--- src/rtl/serial_deser_if.sv ---
// Receive-side word handshake of serial_deser: the word, its valid/ready pair
// and the two one-cycle status flags.
interface serial_deser_if #(
    parameter int DATA_W = 8
);
    logic [DATA_W-1:0] dout;
    logic              dout_valid;
    logic              dout_ready;
    logic              frame_err;
    logic              overrun;

    modport master (
        output dout,
        output dout_valid,
        output frame_err,
        output overrun,
        input  dout_ready
    );

    modport slave (
        input  dout,
        input  dout_valid,
        input  frame_err,
        input  overrun,
        output dout_ready
    );
endinterface

--- src/rtl/serial_deser.sv ---
// Asynchronous-serial style receiver: start bit, DATA_W data bits LSB first,
// stop bit, each CLKS_PER_BIT clocks long, into a one-word holding register.
module serial_deser #(
    parameter int DATA_W       = 8,
    parameter int CLKS_PER_BIT = 4
) (
    input  logic           clk,
    input  logic           reset_n,
    input  logic           sin,
    serial_deser_if.master rx
);

    localparam int HALF  = CLKS_PER_BIT / 2;
    localparam int CNT_W = (CLKS_PER_BIT > 2) ? $clog2(CLKS_PER_BIT) : 1;
    localparam int IDX_W = (DATA_W > 1) ? $clog2(DATA_W) : 1;

    typedef enum logic [1:0] {
        IDLE  = 2'd0,
        START = 2'd1,
        DATA  = 2'd2,
        STOP  = 2'd3
    } state_t;

    state_t             state_q, state_d;
    logic [CNT_W-1:0]   cnt_q, cnt_d;
    logic [IDX_W-1:0]   idx_q, idx_d;
    logic [DATA_W-1:0]  shift_q, shift_d;
    logic [DATA_W-1:0]  dout_q, dout_d;
    logic               valid_q, valid_d;
    logic               ferr_q, ferr_d;
    logic               ovr_q, ovr_d;

    always_comb begin
        state_d = state_q;
        cnt_d   = cnt_q;
        idx_d   = idx_q;
        shift_d = shift_q;
        dout_d  = dout_q;
        valid_d = valid_q;
        ferr_d  = 1'b0;
        ovr_d   = 1'b0;

        if (valid_q && rx.dout_ready) begin
            valid_d = 1'b0;
        end

        case (state_q)
            IDLE: begin
                if (!sin) begin
                    state_d = START;
                    cnt_d   = '0;
                end
            end
            START: begin
                // Mid-start-bit re-sample rejects glitches shorter than HALF clocks.
                if (cnt_q == CNT_W'(HALF - 1)) begin
                    cnt_d = '0;
                    idx_d = '0;
                    state_d = sin ? IDLE : DATA;
                end else begin
                    cnt_d = cnt_q + CNT_W'(1);
                end
            end
            DATA: begin
                if (cnt_q == CNT_W'(CLKS_PER_BIT - 1)) begin
                    shift_d[idx_q] = sin;
                    cnt_d = '0;
                    idx_d = idx_q + IDX_W'(1);
                    if (idx_q == IDX_W'(DATA_W - 1)) begin
                        state_d = STOP;
                    end
                end else begin
                    cnt_d = cnt_q + CNT_W'(1);
                end
            end
            STOP: begin
                if (cnt_q == CNT_W'(CLKS_PER_BIT - 1)) begin
                    state_d = IDLE;
                    cnt_d   = '0;
                    // A transfer on this same edge frees the register for the new word.
                    if (!sin) begin
                        ferr_d = 1'b1;
                    end else if (!valid_q || rx.dout_ready) begin
                        dout_d  = shift_q;
                        valid_d = 1'b1;
                    end else begin
                        ovr_d = 1'b1;
                    end
                end else begin
                    cnt_d = cnt_q + CNT_W'(1);
                end
            end
            default: state_d = IDLE;
        endcase
    end

    always_ff @(posedge clk or negedge reset_n) begin
        if (!reset_n) begin
            state_q <= IDLE;
            cnt_q   <= '0;
            idx_q   <= '0;
            shift_q <= '0;
            dout_q  <= '0;
            valid_q <= 1'b0;
            ferr_q  <= 1'b0;
            ovr_q   <= 1'b0;
        end else begin
            state_q <= state_d;
            cnt_q   <= cnt_d;
            idx_q   <= idx_d;
            shift_q <= shift_d;
            dout_q  <= dout_d;
            valid_q <= valid_d;
            ferr_q  <= ferr_d;
            ovr_q   <= ovr_d;
        end
    end

    assign rx.dout       = dout_q;
    assign rx.dout_valid = valid_q;
    assign rx.frame_err  = ferr_q;
    assign rx.overrun    = ovr_q;

endmodule

--- src/flat_wrapper.sv ---
// flat-port wrapper written by rule: the top's interface ports become plain ports
module serial_deser_flat 
#(
    parameter int DATA_W       = 8,
    parameter int CLKS_PER_BIT = 4
)
  (clk, reset_n, sin, rx_dout, rx_dout_valid, rx_frame_err, rx_overrun, rx_dout_ready);
  serial_deser_if #(.DATA_W(DATA_W)) rx_i ();
  input  logic clk;
  input  logic reset_n;
  input  logic sin;
  output wire logic [$bits(rx_i.dout)-1:0] rx_dout;
  output wire logic [$bits(rx_i.dout_valid)-1:0] rx_dout_valid;
  output wire logic [$bits(rx_i.frame_err)-1:0] rx_frame_err;
  output wire logic [$bits(rx_i.overrun)-1:0] rx_overrun;
  input wire logic [$bits(rx_i.dout_ready)-1:0] rx_dout_ready;
  assign rx_dout = rx_i.dout;
  assign rx_dout_valid = rx_i.dout_valid;
  assign rx_frame_err = rx_i.frame_err;
  assign rx_overrun = rx_i.overrun;
  assign rx_i.dout_ready = rx_dout_ready;
  serial_deser #(.DATA_W(DATA_W), .CLKS_PER_BIT(CLKS_PER_BIT)) u_core (.clk(clk), .reset_n(reset_n), .sin(sin), .rx(rx_i));
endmodule
--- config.mk ---
export PLATFORM = sky130hd
export DESIGN_NAME = serial_deser_flat
export DESIGN_NICKNAME = d
export VERILOG_FILES = /design/src/rtl/serial_deser_if.sv /design/src/rtl/serial_deser.sv /design/src/flat_wrapper.sv
export SDC_FILE = /design/constraint.sdc
export NUM_CORES = 1
export LEC_CHECK = 0
export CELL_PAD_IN_SITES_DETAIL_PLACEMENT = 2
export CELL_PAD_IN_SITES_GLOBAL_PLACEMENT = 2
export CORE_MARGIN = 2
export CORE_UTILIZATION = 35
export DETAILED_ROUTE_END_ITERATION = 10
export PLACE_DENSITY = 0.72
export SLEW_MARGIN = 40
export SYNTH_ARGS = -nofsm -noshare
export SYNTH_HDL_FRONTEND = slang
export SYNTH_SLANG_ARGS = --single-unit
--- constraint.sdc ---
create_clock -name clk -period 4.5 [get_ports clk]
set_clock_uncertainty 0.2 [all_clocks]
set_input_delay 0.9 -clock clk [delete_from_list [all_inputs] [get_ports clk]]
set_output_delay 0.9 -clock clk [all_outputs]
set_load 0.05 [all_outputs]
==> results.cfg, run 1 <==
[sta]
period_share_pct = 57.7
fin_tns_setup_ps = 0
fmax_mhz = 385
worst_pin_slew_ps = 550
layout_min_cycle_time_ps = 2600
worst_slew_margin_rel_pct = 63.2
setup_viol = 0
hold_ws_ps = 308
rsz_0062_raised_after_global_routing = no
max_slew_violation_total_from_the_final_report = 0
hold_violations = 0

[grt]
grt_pass1_wl_um = 5310
initial_antenna_violation_count = 0
grt_overflow = 0
grt_usage_pct = 16.9
grt_pass1_vias = 1017
grt_max_degree = 27

[final_layout]
post-route-cell-area_um2 = 1630
post-route-util_pct = 44.3
area_used_by_multi_input_combinational_logic_um2 = 677
final_layout_size_suffix_gt1_share_pct = 17.6
final-instance-count-excl-fill = 179
finish.net_count = 149
antennaDiodeCount = 0
regArea_um2 = 651
n_fill_cell = 399
most-common-layout-cells = dfrtp_1, clkdlybuf4s50_1, ha_1, nand2_1, nor2_1
layout_commonest_cell = dfrtp_1
syn2layout_area_growth_pct = 20.2

[setup_path]
cp.required_ps = 3400
crit_path_cell_trace = clkdlybuf4s50_1
worst_setup_path_start_kind = flip-flop
crit_path_leading_delay_family = buffers and inverters
max_stage_delay_ps = 820
cpMaxStageDelayCell = clkdlybuf4s50_1
crit_arrival_ps = 1500
criticalPathCategory = reg -> out
path_max_fanout = 2
worst_setup_path_end_kind = primary output
critical_path.n_buffers_inverters = 1

[power_and_ir_drop]
netSwitchingFraction_pct = 34.1
comb_power_share_pct = 28.2
power_leakage_nw = 0.768
power.density_cell_area_nw_per_um2 = 410
share_seq_of_total_power_pct = 42.1
pwr-share-clk_pct = 29.8
p_switching_w = 0.000228
vdd_ir_drop_max_uv = 169
p_int_w = 0.000441

[min_path]
hold_path_class = reg -> reg

[detailed_routing]
detail_route.wl_per_cell_um = 17.5
detail_route.wirelength_um = 3130
vias_per_cell = 4.97
firstDrtPassIters = 4
num_vias = 889
drt_iter0_drc = 21
drc = 0
detail-route-antenna-nets = 0

[clocking]
clock_latency_on_the_worst_skew_pair_ps = 280
cts.sink_count = 26
post_cts_hold_buffer_count = 0
cts_resized = 0
clockBufferDepth = 2
cts.repair_timing.setup_buffer_count = 0
cts-buffers-inserted = 3
number_of_levels_the_h_tree_was_split_into = 1
cts_tree = done
cts.root.buffer_cell = clkbuf_8
clk_pin_slew_ps = 100

[placed_design]
routabilityCongestion = 0.712
placedInstanceArea_um2 = 1560
detailedPlacementHpwl_um = 2390
numPortBuffers = 14
place_inst = 175

[floorplan]
placement_rows = 22
die-height_um = 66.3
start_util_pct = 36.8
io-pin-count = 15
die_width_um = 66.3
floorplan.die_area_um2 = 4400
core_area_um2 = 3690

[synthesis]
asyncSetResetFlopFracSynth_pct = 100
synth_cell_type_count = 25
ys.flop_type = dfrtp_1
synth_largest_type_area_fraction_pct = 47.9
synth_seq_area_share_pct = 47.9
yosys_warnings = 0
flop_and_latch_count_out_of_synthesis = 26
netlist.top_cell.by_area = dfrtp_1
syn-num-nets = 130
synthesis.instances = 113
post_synth_instance_area_um2 = 1360
syn-mean-instance-area_um2 = 12.0
number_of_enable_type_register_cells_in_the_synthesized_netlist = 0
post_synth_main_area_contributors = dfrtp_1, ha_1, mux2_4, mux2_1, nand2_1

[flow_run]
drv_cap = 0

[status]
run_status = finished, final reports clean
path summary, 6_finish.rpt:
| path | startpoint | slack [ps] | depth (start not counted) | to |
|---|---|---|---|---|
| min in group asynchronous | reset_n | 790 | 2 | u_core.rx.dout[3] |
| setup reg to reg | u_core.state_q[0] | 2520 | 5 | u_core.shift_q[7] |
| hold / removal | u_core.shift_q[2] | 310 | 1 | u_core.shift_q[2] |
| hold reg to reg | u_core.shift_q[2] | 310 | 1 | u_core.shift_q[2] |
| setup / recovery | u_core.rx.dout[3] | 1900 | 1 | rx_dout[3] |
| max in group asynchronous | reset_n | 3040 | 2 | u_core.rx.dout_valid |
flip-flops by register name (all words and copies together), names as in the netlist, named ones only:
signal,flops
u_core.cnt_q,2
u_core.rx.overrun,1
u_core.state_q,1
u_core.rx.frame_err,1
u_core.rx.dout_valid,1
u_core.shift_q,8
u_core.rx.dout,8
u_core.idx_q,3
cells by family after synthesis:
logic type               share of synthesized area (%)
AND/OR/NAND/NOR                                   15.5
flip-flops                                        47.9
AO/OA/AOI/OAI                                     6.91
multiplexers                                      15.5
adder cells (fa/ha/maj)                           12.0
buffers and inverters                             2.30
through the flow:
step	power, W	worst slack (ps)
2_1_floorplan	0.000417	2530
3_3_place_gp	0.000464	1730
3_5_place_dp	0.000480	1680
4_1_cts	0.000680	1870
5_1_grt	0.000718	1840
6_report	0.000669	1900
cell usage after synthesis (all sizes together) (2+ instances only):
cell and n:
dfrtp 26, inv 7, nor2 11, ha 13, a31o 2, nand2b 4, nand3 4, o21ai 8
nor3 2, mux2 16, nand2 11
final cells by class:
cell class	instances	area share, %
clock buffers	3	2.53
repair buffers	15	9.04
flip-flops and latches	26	39.8
inverters	7	1.61
well taps	48	3.68
clock inverters	1	1.84
multi-input cells	79	41.5
per-layer routing:
metal | part of all wire (%) | up-vias | global-route usage, %
li1 | - | 419 | -
met1 | 43 | 453 | 20.0
met2 | 55 | 14 | 30.4
met3 | 1.7 | 3 | 2.04
met4 | 1.1 | 0 | 6.89
met5 | 0 | - | 0
power groups by stage:
stage                     combinational, W  sequential [W]  clock (W)
after floorplan                   0.000140        0.000278          0
after global placement            0.000180        0.000285          0
after detailed placement          0.000193        0.000287          0
after CTS                         0.000194        0.000283   0.000203
after global routing              0.000216        0.000288   0.000214
final                             0.000188        0.000282   0.000199
(Power assumes the default switching activity.)
==> inputs of run 2 (changes only) <==
==> constraint.sdc (replaced) <==
create_clock -name clk -period 2.65 [get_ports clk]
set_clock_uncertainty 0.2 [all_clocks]
set_input_delay 0.53 -clock clk [delete_from_list [all_inputs] [get_ports clk]]
set_output_delay 0.53 -clock clk [all_outputs]
set_load 0.05 [all_outputs]
==> run 2 against run 1 <==
  * First-iteration DRC count is 4.8% higher
  * Final cell count is 0.56% higher
  * Critical path depth stayed put
  * Combinational power is 68% higher
  * Non-clock buffer count is 1 higher
  * Via count is 1.6% lower
  * Hold slack worse by 16 ps
  * Final area is 0.54% lower
  * Critical path type unchanged
  * Critical endpoint is now rx_dout[4]
  * Largest cell class unchanged
==> results.cfg, run 2 (synthesized netlist as in run 1, its figures left out) <==
[setup_path]
crit_path_cell_trace = clkdlybuf4s50_1
crit_path_leading_delay_family = buffers and inverters
worst_setup_path_start_kind = flip-flop
worst_setup_path_end_kind = primary output
crit_arrival_ps = 1440
path_max_fanout = 2
max_stage_delay_ps = 800
cpMaxStageDelayCell = clkdlybuf4s50_1
criticalPathCategory = reg -> out
critical_path.n_buffers_inverters = 1
cp.required_ps = 1920

[clocking]
cts.repair_timing.setup_buffer_count = 0
clockBufferDepth = 2
cts_tree = done
cts.sink_count = 26
cts_resized = 0
cts-buffers-inserted = 3
number_of_levels_the_h_tree_was_split_into = 1
post_cts_hold_buffer_count = 0
cts.root.buffer_cell = clkbuf_8
clock_latency_on_the_worst_skew_pair_ps = 260
clk_pin_slew_ps = 90

[floorplan]
placement_rows = 22
die_width_um = 66.3
floorplan.die_area_um2 = 4400
core_area_um2 = 3690
start_util_pct = 36.8
io-pin-count = 15
die-height_um = 66.3

[placed_design]
detailedPlacementHpwl_um = 2110
placedInstanceArea_um2 = 1570
routabilityCongestion = 0.773
numPortBuffers = 14

[sta]
setup_viol = 0
rsz_0062_raised_after_global_routing = no
worst_pin_slew_ps = 497
period_share_pct = 81.8
hold_violations = 0
fmax_mhz = 461
fin_tns_setup_ps = 0
max_slew_violation_total_from_the_final_report = 0
layout_min_cycle_time_ps = 2170
worst_slew_margin_rel_pct = 66.7

[detailed_routing]
firstDrtPassIters = 2
detail_route.wirelength_um = 2660
drc = 0
num_vias = 875
drt_iter0_drc = 22
detail_route.wl_per_cell_um = 14.8
vias_per_cell = 4.86
detail-route-antenna-nets = 0

[grt]
grt_pass1_vias = 979
initial_antenna_violation_count = 0
grt_pass1_wl_um = 4700
grt_usage_pct = 13.9
grt_overflow = 0
grt_max_degree = 27

[power_and_ir_drop]
vdd_ir_drop_max_uv = 277
power.density_cell_area_nw_per_um2 = 646
power_leakage_nw = 0.766

[final_layout]
most-common-layout-cells = dfrtp_1, clkdlybuf4s50_1, ha_1, nand2_1, nor2_1
area_used_by_multi_input_combinational_logic_um2 = 677
finish.net_count = 150
layout_commonest_cell = dfrtp_1
regArea_um2 = 651
post-route-cell-area_um2 = 1620
n_fill_cell = 392
antennaDiodeCount = 0
final_layout_size_suffix_gt1_share_pct = 18.2
syn2layout_area_growth_pct = 19.5

[flow_run]
drv_cap = 0

[min_path]
hold_path_class = reg -> reg

[status]
run_status = finished, final reports clean
run 2: power breakdown:
group          internal [W]  total (W)  switching, W
Clock              0.000133   0.000250      0.000118
Combinational      0.000118   0.000316      0.000198
Sequential         0.000429   0.000482     0.0000532
Total              0.000680    0.00105      0.000369
run 2: metal layers:
layer  part of all wire, %  wire length [um]  track usage [%]
met1                    50              1330             19.3
met2                    48              1270             22.8
met3                   1.1                28             1.02
met4                   1.1                29             4.59
met5                     0                 0                0
run 2: cell type report:
class,instances,share of cell area (%)
multi-input combinational,79,41.7
sequential,26,40.1
timing repair buffer,16,9.55
tap,48,3.70
clock buffer,4,3.39
inverter,7,1.62
run 2: per-stage QoR:
stage	std cells	power (W)	hold slack (ps)	setup WS [ps]	util, %
2_1_floorplan	113	0.000708	34.4	952	-
3_3_place_gp	176	0.000792	268	539	42.5
3_5_place_dp	176	0.000814	280	492	42.5
4_1_cts	180	0.00107	301	469	44.0
5_1_grt	180	0.00113	321	436	44.0
6_report	180	0.00105	292	483	44.0
run 2: worst paths after layout:
path                                         from                 to  slack (ps)  cells after the start
worst max-delay path            u_core.rx.dout[4]         rx_dout[4]         480                      1
min in group asynchronous                 reset_n  u_core.rx.dout[0]         430                      2
worst min register to register  u_core.shift_q[2]  u_core.shift_q[2]         290                      1
worst max register to register  u_core.state_q[0]  u_core.shift_q[6]         710                      5
worst min-delay path            u_core.shift_q[2]  u_core.shift_q[2]         290                      1
max in group asynchronous                 reset_n  u_core.rx.dout[4]        1560                      2
